**src/rtl/sync_hold_launcher.sv**
```systemverilog
// sync_hold_launcher: source-domain launcher for a multi-bit clock-domain crossing.
// Takes a word over valid/ready and places it on a registered launch bus. After
// SETTLE cycles it flips a toggle strobe, then keeps the bus frozen for HOLD cycles
// before it accepts another word.
// Optional feature macro: SYNC_LAUNCH_PARITY_EN adds launch_par, the even parity of the word.
module sync_hold_launcher #(
  parameter int WIDTH  = 16,
  parameter int SETTLE = 2,
  parameter int HOLD   = 6
) (
  input  logic             clk,
  input  logic             arst_n,
  input  logic [WIDTH-1:0] din,
  input  logic             din_valid,
  output logic             din_ready,
  output logic [WIDTH-1:0] launch_dat,
  output logic             launch_tog,
  output logic             busy
`ifdef SYNC_LAUNCH_PARITY_EN
  ,
  output logic             launch_par
`endif
);

  localparam int MAXC = (SETTLE > HOLD) ? SETTLE : HOLD;
  localparam int CW   = $clog2(MAXC) + 1;
  localparam logic [CW-1:0] SETTLE_LD = CW'(SETTLE - 1);
  localparam logic [CW-1:0] HOLD_LD   = CW'(HOLD - 1);

  // Both windows need at least one cycle, or the far side could sample a moving bus
  if (SETTLE < 1 || HOLD < 1) begin : g_param_check
    $error("sync_hold_launcher: SETTLE and HOLD must both be >= 1");
  end

  typedef enum logic [1:0] {
    ST_IDLE,
    ST_SETTLE,
    ST_HOLD
  } state_t;

  state_t          state, state_nxt;
  logic [CW-1:0]   cnt, cnt_nxt;
  logic [WIDTH-1:0] dat_nxt;
  logic            tog_nxt;
  logic            ready_nxt;
`ifdef SYNC_LAUNCH_PARITY_EN
  logic            par_nxt;
`endif

  // Next-state and next-output logic; the bus only moves on a load edge
  always_comb begin
    state_nxt = state;
    cnt_nxt   = cnt;
    dat_nxt   = launch_dat;
    tog_nxt   = launch_tog;
    ready_nxt = din_ready;
`ifdef SYNC_LAUNCH_PARITY_EN
    par_nxt   = launch_par;
`endif
    case (state)
      ST_IDLE: begin
        if (din_valid && din_ready) begin
          dat_nxt   = din;
`ifdef SYNC_LAUNCH_PARITY_EN
          par_nxt   = ^din;
`endif
          ready_nxt = 1'b0;
          cnt_nxt   = SETTLE_LD;
          state_nxt = ST_SETTLE;
        end
      end
      ST_SETTLE: begin
        if (cnt == '0) begin
          tog_nxt   = ~launch_tog;
          cnt_nxt   = HOLD_LD;
          state_nxt = ST_HOLD;
        end else begin
          cnt_nxt = cnt - CW'(1);
        end
      end
      ST_HOLD: begin
        if (cnt == '0) begin
          ready_nxt = 1'b1;
          state_nxt = ST_IDLE;
        end else begin
          cnt_nxt = cnt - CW'(1);
        end
      end
      default: begin
        state_nxt = ST_IDLE;
        cnt_nxt   = '0;
        ready_nxt = 1'b1;
      end
    endcase
  end

  // State and output registers; reset drops any pending toggle immediately
  always_ff @(posedge clk or negedge arst_n) begin
    if (!arst_n) begin
      state      <= ST_IDLE;
      cnt        <= '0;
      launch_dat <= '0;
      launch_tog <= 1'b0;
      din_ready  <= 1'b1;
      busy       <= 1'b0;
`ifdef SYNC_LAUNCH_PARITY_EN
      launch_par <= 1'b0;
`endif
    end else begin
      state      <= state_nxt;
      cnt        <= cnt_nxt;
      launch_dat <= dat_nxt;
      launch_tog <= tog_nxt;
      din_ready  <= ready_nxt;
      busy       <= ~ready_nxt;
`ifdef SYNC_LAUNCH_PARITY_EN
      launch_par <= par_nxt;
`endif
    end
  end

endmodule
```
**config.mk**
```make
export PLATFORM = sky130hd
export DESIGN_NAME = sync_hold_launcher
export DESIGN_NICKNAME = d
export VERILOG_FILES = /design/src/rtl/sync_hold_launcher.sv
export SDC_FILE = /design/constraint.sdc
export NUM_CORES = 1
export LEC_CHECK = 0
export ABC_CLOCK_PERIOD_IN_PS = 5000
export BUFFER_PORTS_ARGS = -buffer_cell sky130_fd_sc_hd__buf_2
export CORE_ASPECT_RATIO = 1.1
export CORE_MARGIN = 8
export CORE_UTILIZATION = 53
export DETAILED_ROUTE_END_ITERATION = 12
export GPL_TIMING_DRIVEN = 0
export PLACE_DENSITY = 0.83
export SYNTH_ARGS = -nofsm -noshare
export SYNTH_HDL_FRONTEND = slang
export SYNTH_SLANG_ARGS = --single-unit
```
**constraint.sdc**
```tcl
create_clock -name clk -period 5 [get_ports clk]
set_clock_uncertainty 0.2 [all_clocks]
set_input_delay 0.5 -clock clk [delete_from_list [all_inputs] [get_ports clk]]
set_output_delay 0.5 -clock clk [all_outputs]
set_load 0.1 [all_outputs]
```
==> flow_summary.json, run 1 <==
{
  "synth_warnings": 0,
  "ys_types": 32,
  "hold_depth": 2,
  "worstRegToRegCells": 5,
  "maxSlewHeadroom_pct": 63.4,
  "synth-seq-cells": 25,
  "cp_num_cells": 1,
  "fin_nets": 143,
  "clock-sinks": 25,
  "gr-usage-all-layers_pct": 12.3,
  "dp_hpwl_um": 1730,
  "first_iter_violations": 9,
  "cp_top_family": "flip-flops",
  "synth_edf_count": 0,
  "grt_pass1_wl_um": 3730,
  "num_rows": 17,
  "cp.arrival_ps": 1310,
  "end_kind": "primary output",
  "vias_per_cell": 5.15,
  "synth_top_area_cell": "dfrtp_1",
  "yosysMostFrequentCell": "dfrtp_1",
  "cts_tree": "yes",
  "synthToLayoutAreaGrowth_pct": 22.1,
  "root_buffer": "clkbuf_4",
  "syn_area_um2": 1160,
  "antenna_cells": 0,
  "outcome": "finished, final reports clean",
  "ant_nets": 0,
  "cts_setup_buffers": 0,
  "synth.top_cell.area_share_pct": 51.8,
  "dr_total_vias": 773,
  "ys_top_cells_by_area": "dfrtp_1 (52%), mux2_4 (12%), mux2_2 (7.8%)",
  "worst_pin_slew_ps": 548,
  "hold_path_class": "input port to flop",
  "syn_nets": 100,
  "clk_pin_slew_worst_paths_ps": 120,
  "cp_max_fo": 4,
  "dieWidth_um": 60.6,
  "grt_pass1_vias": 823,
  "antenna_found_initial": 0,
  "gp_congestion": 0.801,
  "yosysSeqAreaShare_pct": 54.1,
  "pin_count": 38,
  "final_layout_size_suffix_gt1_share_pct": 54.1,
  "die_area_um2": 3940,
  "io_buffers": 37,
  "grt_max_degree": 26,
  "start_util_pct": 56.7,
  "grt_setup_unrepaired": "false",
  "routed_wirelength_um": 2290,
  "synthCells": 80,
  "layout_min_cycle_time_ps": 2010,
  "crit_path_start_kind": "flop",
  "max_freq_mhz": 499,
  "async_flop_share_pct": 100,
  "first_pass_iters": 3,
  "die_h_um": 65.0,
  "crit_path_cell_trace": "buf_2",
  "drcViolationCount": 0,
  "synth_top_flop_cell": "dfrtp_1",
  "max-cap-violations": 0,
  "critPathSlowestCell": "dfstp_2",
  "setup_viol": 0,
  "hold_viol_final": 0,
  "final.setup.tns_ps": 0,
  "worstSetupPathType": "flop to primary output",
  "htree_num_levels": 1,
  "cpPeakStageDelay_ps": 570,
  "critical_path_required_ps": 4300,
  "overflow": 0,
  "synth_commonest_cells": "dfrtp_1 (24), mux2_4 (9), mux2_2 (8)",
  "clock_path_buffers": 2,
  "cts_resized": 0,
  "synth_area_per_cell_um2": 14.5,
  "cp.buffers_inverters": 1,
  "numCtsBuffers": 3,
  "coreArea_um2": 2040,
  "slew_violations": 0,
  "cts_hold_buf": 1,
  "min_period_over_period_pct": 40.1,
  "wl_per_cell_um": 15.3,
  "clock_latency_ps": 310
}
## registers in the layout, indices dropped and copies added, names as in the netlist
| signal | count |
|---|---|
| launch_dat | 16 |
| cnt | 4 |
| state | 2 |
| busy | 1 |
| din_ready | 1 |
| launch_tog | 1 |
## cells in the final DEF (no fill, tap or decap), drive strengths merged, types with 2 or more instances in the layout
master  count
xnor2       3
inv         3
or2b        2
mux2       17
a22o        2
o21bai      2
o21ai       3
dfrtp      24
buf        41
nor2        3
clkbuf      4
## through the flow
stage / area [um^2] / instances / setup slack (ps) / hold slack [ps] / utilization [%]
finish: 1420 / 150 / 2990 / 192 / 69.3
global route: 1420 / 150 / 2950 / 180 / 69.3
CTS: 1420 / 150 / 2970 / 175 / 69.3
detailed placement: 1380 / 145 / 3130 / 260 / 67.5
global placement: 1380 / 145 / 3200 / 258 / 67.5
floorplan: 1160 / 80 / 2990 / 4.41 / -
## logic make-up after synthesis
logic type / synth area share, %
flip-flops: 54.1
multiplexers: 20.3
AO/OA/AOI/OAI: 8.96
AND/OR/NAND/NOR: 7.99
buffers and inverters: 5.29
XOR/XNOR: 2.27
adder cells (fa/ha/maj): 1.08
## per-layer routing
layer | GRT usage [%] | part of all wire [%] | up-vias
met2 | 21.8 | 51 | 21
met5 | 0 | 0 | -
met3 | 3.35 | 8.4 | 5
li1 | - | - | 373
met1 | 12.8 | 39 | 374
met4 | 5.54 | 1.7 | 0
## cell type report
class	instances	area [um^2]
buffer	4	50.0
clock buffer	4	26.3
fill	158	627
inverter	3	11.3
multi-input combinational	48	470
sequential	25	627
tap	28	35.0
timing repair buffer	38	195
## path summary, 6_finish.rpt
path                            startpoint        endpoint  slack [ps]
max in group asynchronous           arst_n       din_ready        3730
worst min-delay path             din_valid       din_ready         190
min in group asynchronous           arst_n  launch_dat[12]         500
worst max register to register      cnt[0]          cnt[0]        3100
worst max-delay path             din_ready       din_ready        2990
worst min register to register  launch_tog      launch_tog         280
Power of run 1 is left out: the tool's default activity adds up to more than one toggle a clock period on the data nets, which glitch-free logic cannot reach.
==> run 2: changes to the inputs <==
==> config.mk (replaced) <==
export PLATFORM = sky130hd
export DESIGN_NAME = sync_hold_launcher
export DESIGN_NICKNAME = d
export VERILOG_FILES = /design/src/rtl/sync_hold_launcher.sv
export SDC_FILE = /design/constraint.sdc
export NUM_CORES = 1
export LEC_CHECK = 0
export ABC_CLOCK_PERIOD_IN_PS = 1710
export BUFFER_PORTS_ARGS = -buffer_cell sky130_fd_sc_hd__buf_2
export CORE_ASPECT_RATIO = 1.1
export CORE_MARGIN = 8
export CORE_UTILIZATION = 44
export DETAILED_ROUTE_END_ITERATION = 12
export GPL_TIMING_DRIVEN = 0
export PLACE_DENSITY = 0.74
export SYNTH_ARGS = -nofsm -noshare
export SYNTH_HDL_FRONTEND = slang
export SYNTH_SLANG_ARGS = --single-unit
==> constraint.sdc (replaced) <==
create_clock -name clk -period 1.71 [get_ports clk]
set_clock_uncertainty 0.2 [all_clocks]
set_input_delay 0.171 -clock clk [delete_from_list [all_inputs] [get_ports clk]]
set_output_delay 0.171 -clock clk [all_outputs]
set_load 0.1 [all_outputs]
==> run 2 against run 1 <==
Effect of this change:
- flip-flop and latch count unchanged
- highest routed layer unchanged
- critical path depth increased by 3
- setup slack got worse by 3000 ps
- utilization decreased by 0.48 points
- non-clock buffer count increased by 27
- die area increased by 15%
- register-to-register slack got worse by 3100 ps
- cell area increased by 21%
- routed wire length increased by 46%
- first-iteration DRC count increased by 67%
- sequential share of layout area decreased by 7.6 points
- via count increased by 18%
==> flow_summary.json, run 2 (same netlist as run 1, synthesis figures left out) <==
{
  "outcome": "finished, final reports clean",
  "hold_viol_final": 0,
  "max-cap-violations": 0,
  "layout_min_cycle_time_ps": 1700,
  "hold_ws_ps": 164,
  "maxSlewHeadroom_pct": 62.7,
  "end_kind": "flop",
  "wl_per_cell_um": 18.6,
  "clock-sinks": 25,
  "htree_num_levels": 1,
  "final_common_cell": "buf_2",
  "gp_congestion": 0.717,
  "synthToLayoutAreaGrowth_pct": 48.3,
  "grt_max_degree": 26,
  "gr-usage-all-layers_pct": 14.5,
  "clock_path_buffers": 2,
  "cp.arrival_ps": 1720,
  "overflow": 0,
  "regToRegStartpoint": "din_ready",
  "fin_area_um2": 1720,
  "clock_latency_ps": 310,
  "pin_count": 38,
  "root_buffer": "clkbuf_4",
  "clk_pin_slew_worst_paths_ps": 130,
  "max_freq_mhz": 588,
  "place_ws_ps": -139,
  "largest_reg_flops": 16,
  "hold_path_class": "input port to async pin",
  "worstSetupPathType": "flop to flop",
  "die_h_um": 69.8,
  "dpl_cell_area_um2": 1390,
  "crit_start": "din_ready",
  "regArea_um2": 631,
  "largestRegisters": "launch_dat (16), cnt (4), state (2)",
  "multi_input_comb_area_um2": 489,
  "coreArea_um2": 2500,
  "fin_nets": 170,
  "die_area_um2": 4530,
  "ant_nets": 0,
  "routed_wirelength_um": 3350,
  "fillers": 156,
  "vias_per_cell": 5.07,
  "min_period_over_period_pct": 99.4,
  "first_iter_violations": 15,
  "setup_viol": 0,
  "regMostFlops": "launch_dat",
  "crit_path_start_kind": "flop",
  "io_buffers": 37,
  "worst_pin_slew_ps": 560,
  "setup_ws_ps": 10.5,
  "dieWidth_um": 64.9,
  "final_layout_size_suffix_gt1_share_pct": 54.4,
  "critical_path_required_ps": 1730,
  "start_util_pct": 46.4,
  "antenna_cells": 0,
  "grt_pass1_wl_um": 5110,
  "cp_max_fo": 5,
  "num_rows": 19,
  "cts_tree": "yes",
  "dr_total_vias": 912,
  "antenna_found_initial": 0,
  "grt_pass1_vias": 1026,
  "slew_violations": 0,
  "first_pass_iters": 4,
  "final_cell_mix": "buf_2 (36), dfrtp_1 (24), dlygate4sd3_1 (18)",
  "dp_hpwl_um": 1870,
  "drcViolationCount": 0,
  "numCtsBuffers": 3
}
-- run 2: critical path, cell delays in order, from the launching register on --
cell and delay, ps:
dfstp_4 650, and3_4 230, buf_12 120, buf_16 110
mux2_4 290
-- run 2: path summary, 6_finish.rpt --
| check | cells past startpoint | slack, ps | end |
|---|---|---|---|
| hold reg to reg | 1 | 290 | launch_tog |
| setup / recovery | 4 | 10 | launch_dat[10] |
| hold / removal | 2 | 160 | launch_dat[14] |
| setup reg to reg | 4 | 10 | launch_dat[10] |
| max in group asynchronous | 2 | 780 | din_ready |
| min in group clk | 1 | 290 | launch_tog |
-- run 2: cell type report --
type | instances | share of cell area, %
Clock inverter | 1 | 0.291
Buffer | 2 | 1.31
Timing Repair Buffer | 67 | 29.0
Clock buffer | 3 | 1.31
Tap cell | 31 | 2.26
Sequential cell | 25 | 36.7
Inverter | 3 | 0.655
Multi-Input combinational cell | 48 | 28.5
-- run 2: timing repair --
item | 4_1_cts | 5_1_grt
pin swaps | 1 | 4
setup buffers | 7 | 4
hold endpoints to repair | 43 | 0
gates resized for setup | 3 | 7
setup endpoints to repair | 16 | 19
gates cloned | 1 | 0
hold buffers | 18 | 0
-- run 2: layer usage --
layer,wire [um],track usage [%]
met1,1200,14.1
met2,1930,28.0
met3,185,3.72
met4,31,4.85
met5,0,0
-- run 2: per-stage QoR --
stage	cells	setup TNS (ps)	utilization [%]
finish	180	0	68.8
global route	180	-24.1	68.8
CTS	177	-59.0	67.2
detailed placement	148	-654	55.5
global placement	148	-222	55.5
floorplan	80	-2020	-
Power of run 2 is left out for the same reason.
